**src/rtl/ks_adder_pipe.sv**
```systemverilog
// ks_adder_pipe: parametrised Kogge-Stone adder/subtractor with optional
// register cuts between prefix levels, an always-registered output stage,
// valid/ready flow control and a tag sideband.
//
// Carry-in is folded into the prefix network as an extra generate bit at
// position 0. Bit j of the network then represents operand bit j-1, so after
// the last level g[j] is the carry into operand bit j. The network stays
// WIDTH bits wide. Carry-out is rebuilt in the output stage from the MSB
// generate/propagate and the carry into the MSB.
module ks_adder_pipe #(
  parameter int          WIDTH     = 16,
  parameter logic [31:0] PIPE_MASK = 32'b0101,
  parameter int          TAG_W     = 4
) (
  input  logic             clk,
  input  logic             rst_n,
  input  logic             in_valid,
  output logic             in_ready,
  input  logic [WIDTH-1:0] in_a,
  input  logic [WIDTH-1:0] in_b,
  input  logic             in_cin,
  input  logic             in_sub,
  input  logic [TAG_W-1:0] in_tag,
  output logic             out_valid,
  input  logic             out_ready,
  output logic [WIDTH-1:0] out_sum,
  output logic             out_cout,
  output logic             out_ovf,
  output logic [TAG_W-1:0] out_tag
);

  localparam int LEVELS = (WIDTH > 1) ? $clog2(WIDTH) : 1;

  // Global advance enable: every stage moves together, or all of them hold.
  logic en;

  // Operand conditioning and initial generate/propagate vectors.
  logic [WIDTH-1:0] s0_bop;
  logic [WIDTH-1:0] s0_h;
  logic [WIDTH-1:0] s0_g;
  logic [WIDTH-1:0] s0_p;

  assign s0_bop = in_sub ? ~in_b : in_b;
  assign s0_h   = in_a ^ s0_bop;
  // Position 0 carries cin as a pure generate (its propagate is 0).
  assign s0_g   = {in_a[WIDTH-2:0] & s0_bop[WIDTH-2:0], in_cin};
  assign s0_p   = {s0_h[WIDTH-2:0], 1'b0};

  // Prefix levels. Each level either passes its result straight on or
  // registers it, depending on the corresponding PIPE_MASK bit.
  for (genvar gi = 0; gi < LEVELS; gi++) begin : g_lvl
    localparam int SPAN = 1 << gi;

    logic [WIDTH-1:0] g_in;
    logic [WIDTH-1:0] p_in;
    logic [WIDTH-1:0] h_in;
    logic [TAG_W-1:0] t_in;
    logic             am_in;
    logic             bm_in;
    logic             v_in;

    logic [WIDTH-1:0] g_d;
    logic [WIDTH-1:0] p_d;

    logic [WIDTH-1:0] g_o;
    logic [WIDTH-1:0] p_o;
    logic [WIDTH-1:0] h_o;
    logic [TAG_W-1:0] t_o;
    logic             am_o;
    logic             bm_o;
    logic             v_o;

    if (gi == 0) begin : g_src
      assign g_in  = s0_g;
      assign p_in  = s0_p;
      assign h_in  = s0_h;
      assign t_in  = in_tag;
      assign am_in = in_a[WIDTH-1];
      assign bm_in = s0_bop[WIDTH-1];
      assign v_in  = in_valid;
    end else begin : g_chain
      assign g_in  = g_lvl[gi-1].g_o;
      assign p_in  = g_lvl[gi-1].p_o;
      assign h_in  = g_lvl[gi-1].h_o;
      assign t_in  = g_lvl[gi-1].t_o;
      assign am_in = g_lvl[gi-1].am_o;
      assign bm_in = g_lvl[gi-1].bm_o;
      assign v_in  = g_lvl[gi-1].v_o;
    end

    // Kogge-Stone combine with the neighbour SPAN positions below. Shifted-in
    // zeros leave the low positions' G unchanged; their P becomes 0, which is
    // correct because those groups already reach the cin position.
    assign g_d = g_in | (p_in & (g_in << SPAN));
    assign p_d = p_in & (p_in << SPAN);

    if (PIPE_MASK[gi]) begin : g_cut
      logic [WIDTH-1:0] g_q;
      logic [WIDTH-1:0] p_q;
      logic [WIDTH-1:0] h_q;
      logic [TAG_W-1:0] t_q;
      logic             am_q;
      logic             bm_q;
      logic             v_q;

      // Stage valid: cleared by reset, otherwise advances with the pipeline.
      always_ff @(posedge clk) begin
        if (!rst_n) begin
          v_q <= 1'b0;
        end else if (en) begin
          v_q <= v_in;
        end
      end

      // Stage payload: no reset needed, qualified by v_q downstream.
      always_ff @(posedge clk) begin
        if (en) begin
          g_q  <= g_d;
          p_q  <= p_d;
          h_q  <= h_in;
          t_q  <= t_in;
          am_q <= am_in;
          bm_q <= bm_in;
        end
      end

      assign g_o  = g_q;
      assign p_o  = p_q;
      assign h_o  = h_q;
      assign t_o  = t_q;
      assign am_o = am_q;
      assign bm_o = bm_q;
      assign v_o  = v_q;
    end else begin : g_pass
      assign g_o  = g_d;
      assign p_o  = p_d;
      assign h_o  = h_in;
      assign t_o  = t_in;
      assign am_o = am_in;
      assign bm_o = bm_in;
      assign v_o  = v_in;
    end
  end

  // Final prefix results feeding the output stage.
  logic [WIDTH-1:0] fin_g;
  logic [WIDTH-1:0] fin_h;
  logic [TAG_W-1:0] fin_t;
  logic             fin_am;
  logic             fin_bm;
  logic             fin_v;
  logic             unused_fin_p;

  assign fin_g  = g_lvl[LEVELS-1].g_o;
  assign fin_h  = g_lvl[LEVELS-1].h_o;
  assign fin_t  = g_lvl[LEVELS-1].t_o;
  assign fin_am = g_lvl[LEVELS-1].am_o;
  assign fin_bm = g_lvl[LEVELS-1].bm_o;
  assign fin_v  = g_lvl[LEVELS-1].v_o;
  // Group propagate of the last level is not needed for the sum.
  assign unused_fin_p = ^g_lvl[LEVELS-1].p_o;

  logic [WIDTH-1:0] sum_d;
  logic             cout_d;
  logic             ovf_d;

  // fin_g[j] is the carry into operand bit j (cin at j = 0).
  assign sum_d  = fin_h ^ fin_g;
  assign cout_d = (fin_am & fin_bm) | (fin_h[WIDTH-1] & fin_g[WIDTH-1]);
  assign ovf_d  = (fin_am == fin_bm) && (sum_d[WIDTH-1] != fin_am);

  logic             out_valid_q;
  logic [WIDTH-1:0] out_sum_q;
  logic             out_cout_q;
  logic             out_ovf_q;
  logic [TAG_W-1:0] out_tag_q;

  // The pipeline may advance when the output register is empty or retiring.
  assign en       = !out_valid_q || out_ready;
  assign in_ready = en;

  // Output register: cleared by reset; payload only reloaded by a valid beat
  // so the outputs stay quiet across bubbles.
  always_ff @(posedge clk) begin
    if (!rst_n) begin
      out_valid_q <= 1'b0;
      out_sum_q   <= '0;
      out_cout_q  <= 1'b0;
      out_ovf_q   <= 1'b0;
      out_tag_q   <= '0;
    end else if (en) begin
      out_valid_q <= fin_v;
      if (fin_v) begin
        out_sum_q  <= sum_d;
        out_cout_q <= cout_d;
        out_ovf_q  <= ovf_d;
        out_tag_q  <= fin_t;
      end
    end
  end

  assign out_valid = out_valid_q;
  assign out_sum   = out_sum_q;
  assign out_cout  = out_cout_q;
  assign out_ovf   = out_ovf_q;
  assign out_tag   = out_tag_q;

endmodule
```
**config.mk**
```make
export PLATFORM = sky130hd
export DESIGN_NAME = ks_adder_pipe
export DESIGN_NICKNAME = d
export VERILOG_FILES = /design/src/rtl/ks_adder_pipe.sv
export SDC_FILE = /design/constraint.sdc
export NUM_CORES = 1
export LEC_CHECK = 0
export ABC_AREA = 1
export CORE_MARGIN = 1.5
export CORE_UTILIZATION = 45
export DETAILED_ROUTE_END_ITERATION = 7
export PLACE_DENSITY = 0.7
export SKIP_LAST_GASP = 1
export SLEW_MARGIN = 20
export SYNTH_ARGS = -nofsm -noshare
export SYNTH_HDL_FRONTEND = slang
export SYNTH_SLANG_ARGS = --single-unit
```
**constraint.sdc**
```tcl
create_clock -name clk -period 3.6 [get_ports clk]
set_input_delay 0.72 -clock clk [delete_from_list [all_inputs] [get_ports clk]]
set_output_delay 0.72 -clock clk [all_outputs]
set_load 0.03 [all_outputs]
```
After elaboration in Yosys (flattened, before gate mapping). Cells that the tools add are included.

Flip-flop bits (word level): 133. Bits in latches: 0. Bits in writable memories: 0. Bits in read-only memories: 0. Output and inout port bits: 24. Memories: 0.

Add/sub/neg operators: 0. $mul: 0. Div/mod/pow operators: 0. $lt $le $gt $ge: 0. Eq/ne operators: 2. Shifts and indexed selects: 0. Mux-type cells: 1. Bitwise logic cells: 18. Reductions and logical operators: 4.

Operators with widths (number): $and A16 B16 Y16 (7); $or A16 B16 Y16 (4); $xor A16 B16 Y16 (2); $mux W16 (1); $not A16 Y16 (1); $and A15 B15 Y15 (1); $and A1 B1 Y1 (2); $reduce_and A2 Y1 (1); $eq A1 B1 Y1 (1); $logic_and A1 B1 Y1 (1); $logic_not A1 Y1 (1); $logic_or A1 B1 Y1 (1); $ne A1 B1 Y1 (1); $or A1 B1 Y1 (1).

Logic depth before layout (Yosys ltp).
Depth in word-level cells: 5. Mapped depth: 8. Depth with buffers taken out: 8.

Least setup slack after synthesis. No wires, ideal clock.

Path type: input to register. Start point: input port out_ready. End point: register out_tag_q[1] (netlist: out_tag[1]). Setup time: 0.114 ns. Arrival: 2.769 ns. Required time: 3.486 ns. Path slack: 0.717 ns. Stages on the path: 7. Path through: inv_2 -> nand2_2 -> nand2_1 -> buf_6 -> buf_6 -> o21ai_2 -> nor2_2.

Cells in the longest elaborated chain, start to end: 2.

RTL lines: start: declaration (RTL line 25) `input logic out_ready,`; $logic_or A1 B1 Y1 (RTL line 179) `assign en = !out_valid_q || out_ready;`; net in_ready (RTL line 18) `output logic in_ready,`; $reduce_and A2 Y1 (no line); end signal: assignment (RTL line 197) `out_tag_q <= fin_t;`; end: declaration (RTL line 176) `logic [TAG_W-1:0] out_tag_q;`.

The timed path passes the listed nets, and every way through them passes these cells. A chain may end at the register's enable or synchronous reset.

Final worst setup path.
Start point: input port out_ready. End point: output port in_ready.

Cells in the longest elaborated chain, start to end: 1.

RTL lines (RTL line): $logic_or A1 B1 Y1 (179); end: declaration (18).

No other way between the ends.

==> results.sh <==
export IMPL_status="completed"
export IMPL_clk_pin_slew_ns=0.05
export IMPL_hpwl_um=6170
export IMPL_cp_depth=4
export IMPL_worstPathArrival_ns=2.10
export IMPL_cts_sinks=123
export IMPL_slew_viol_final=0
export IMPL_final_common_cell="edfxtp_1"
export IMPL_syn_area_sq_um=5090
export IMPL_cts_max_level=4
export IMPL_synth_top_cell_area_share_pct=57.8
export IMPL_path_class="in -> out"
export IMPL_yosysWarningCount=0
export IMPL_endpoint_kind="primary output"
export IMPL_crit_path_max_incr_delay_ns=0.75
export IMPL_fin_util_pct=59.5
export IMPL_dp_cells=628
export IMPL_power_frac_comb_pct=11.5
export IMPL_finClkSkew_ns=0.0103
export IMPL_grt_usage_pct=16.5
export IMPL_worstPathMaxFanout=5
export IMPL_cts_tree="done"
export IMPL_route_detailed_drc=0
export IMPL_hold_viol=0
export IMPL_cts_root_buf="clkbuf_16"
export IMPL_power_per_cell_area_nw_per_um2=624
export IMPL_layout_common_cells="edfxtp_1, nand2_1, clkdlybuf4s50_1"
export IMPL_clock_fmax_mhz=354
export IMPL_drive_above_1_share_pct=11.5
export IMPL_switchingPower_mw=0.990
export IMPL_diodes=0
export IMPL_initial_core_util_pct=46.6
export IMPL_grt_pass1_vias=2984
export IMPL_crit_top_cell="clkdlybuf4s50_1"
export IMPL_r2r_slack_ns=1.61
export IMPL_rows=38
export IMPL_setup_viol=0
export IMPL_grt_max_degree=58
export IMPL_synth_largest_area_cell="edfxtp_1"
export IMPL_max_slew_margin_pct=38.5
export IMPL_hold_class="reg -> reg"
export IMPL_synth_distinct_cells=26
export IMPL_clockBufferDepth=2
export IMPL_drtIter0Drc=131
export IMPL_gp_congestion=0.803
export IMPL_numCtsBuffers=17
export IMPL_wl_um=8960
export IMPL_io_pin_count=66
export IMPL_coreArea_sq_um=10900
export IMPL_post_route_min_period_ns=2.82
export IMPL_setup_tns_final_ns=0
export IMPL_die_h_um=109
export IMPL_antenna_found_initial=0
export IMPL_path_buf_inv=3
export IMPL_critPathRequiredTime_ns=2.88
export IMPL_ctsHoldBuffers=0
export IMPL_grt_ovfl_total=0
export IMPL_netlist_top_cells_area="edfxtp_1, dfxtp_1, nand2_1"
export IMPL_crit_slowest_cell="clkdlybuf4s50_1"
export IMPL_clkPwrFrac_pct=42.5
export IMPL_netlist_instances=427
export IMPL_num_vias=3067
export IMPL_grt_pass1_wl_um=14200
export IMPL_ant_nets=0
export IMPL_ys_seq_area_share_pct=67.6
export IMPL_grt_setup_unrepaired="false"
export IMPL_ir_drop_uv=283
export IMPL_cap_violations=0
export IMPL_power_leakage_nw=2.80
export IMPL_p_int_mw=3.07
export IMPL_path_delay_family="buffers and inverters"
export IMPL_portBuffers=65
export IMPL_routed_via_density=4.65
export IMPL_mappedNetlistNets=486
export IMPL_area_growth_pct=27.8
export IMPL_fin_crit_sh_pct=78.5
export IMPL_start_kind="input port"
export IMPL_die_area_sq_um=12000
export IMPL_cp_cell_sequence="clkdlybuf4s50_1, inv_2, nand2_4, clkdlybuf4s50_1"
export IMPL_ctsResizeCount=0
export IMPL_p_seq_share_pct=46.1
export IMPL_nets=566
export IMPL_swShare_pct=24.4
export IMPL_worst_pin_slew_ns=0.919
export IMPL_wl_per_cell_um=13.6
export IMPL_syn_avg_cell_area_sq_um=11.9
export IMPL_clk_latency_ns=0.41
export IMPL_synth_seq_cells=123
export IMPL_hold_depth=0
export IMPL_rr_worst_depth=3
export IMPL_drt_first_pass_iters=5
export IMPL_postCtsSetupRepairBufs=0
export IMPL_finalNonFillerCells=660
export IMPL_die_w_um=109
synth_stat cells (all sizes together):
master	n
a21boi	1
a21o	17
a21oi	19
buf	7
clkbuf	1
dfxtp	25
edfxtp	98
ha	17
inv	50
nand2	83
nand3	11
nand3b	1
nor2	53
nor3	2
o21ai	11
o21bai	4
o31ai	2
xor2	25
stage by stage:
| step | instance area, sq um | total power, mW | hold slack (ns) | setup slack [ns] |
|---|---|---|---|---|
| after floorplan | 5090 | 2.17 | 0.400 | 0.717 |
| after global placement | 5900 | 2.34 | 0.403 | 0.725 |
| after detailed placement | 5900 | 2.36 | 0.405 | 0.686 |
| after CTS | 6510 | 4.09 | 0.416 | 0.755 |
| after global routing | 6510 | 4.23 | 0.422 | 0.726 |
| final | 6510 | 4.06 | 0.417 | 0.775 |
flip-flops by register name, indices dropped and copies added (netlist names), 4 cells and up:
signal / count
out_tag: 4
g_lvl.g_cut.p_q: 22
g_lvl.g_cut.g_q: 32
fin_t: 4
g_lvl.g_cut.t_q: 4
g_lvl.g_cut.h_q: 16
out_sum: 16
fin_h: 16
metal layers:
metal	GRT usage [%]	up-vias	share of wire [%]
met5	0	-	0
met4	7.24	0	1.6
met3	6.16	8	5.2
met2	28.0	85	51
met1	18.7	1380	42
li1	-	1594	-
area by class of cell:
class,instances,area (sq um)
fillers,896,4430
flip-flops and latches,123,3440
multi-input cells,246,1410
repair buffers,69,681
clock buffers,17,425
clock inverters,15,188
inverters,50,188
well taps,140,175
cells by family after synthesis:
| kind of cell | after synthesis | share of synthesized area, % |
|---|---|---|
| and+or+nand+nor | 150 | 12.4 |
| AOI/OAI and AO/OA | 54 | 6.71 |
| xor gates and xnor gates | 25 | 4.30 |
| DFF | 123 | 67.6 |
| buffers and inverters | 58 | 4.84 |
| adders and majority gates | 17 | 4.18 |
worst reg2reg max path, cell delays in order (launching register included):
cell     delay, ns
dfxtp_1       0.36
nand2_4       0.12
buf_4         0.54
buf_4         0.60
power groups by stage:
stage	logic [mW]	registers, mW	clock network, mW
4_1_cts	0.468	1.87	1.75
2_1_floorplan	0.273	1.90	0
6_report	0.465	1.87	1.72
5_1_grt	0.519	1.89	1.82
3_3_place_gp	0.448	1.89	0
3_5_place_dp	0.462	1.90	0
final timing paths:
check / startpoint / to
max: out_ready / in_ready
min reg2reg: g_lvl[0].am_o / fin_am
max reg2reg: out_valid / g_lvl[2].g_cut.p_q[14]
min: g_lvl[0].am_o / fin_am
No activity file was read; power rests on OpenSTA's default activity.
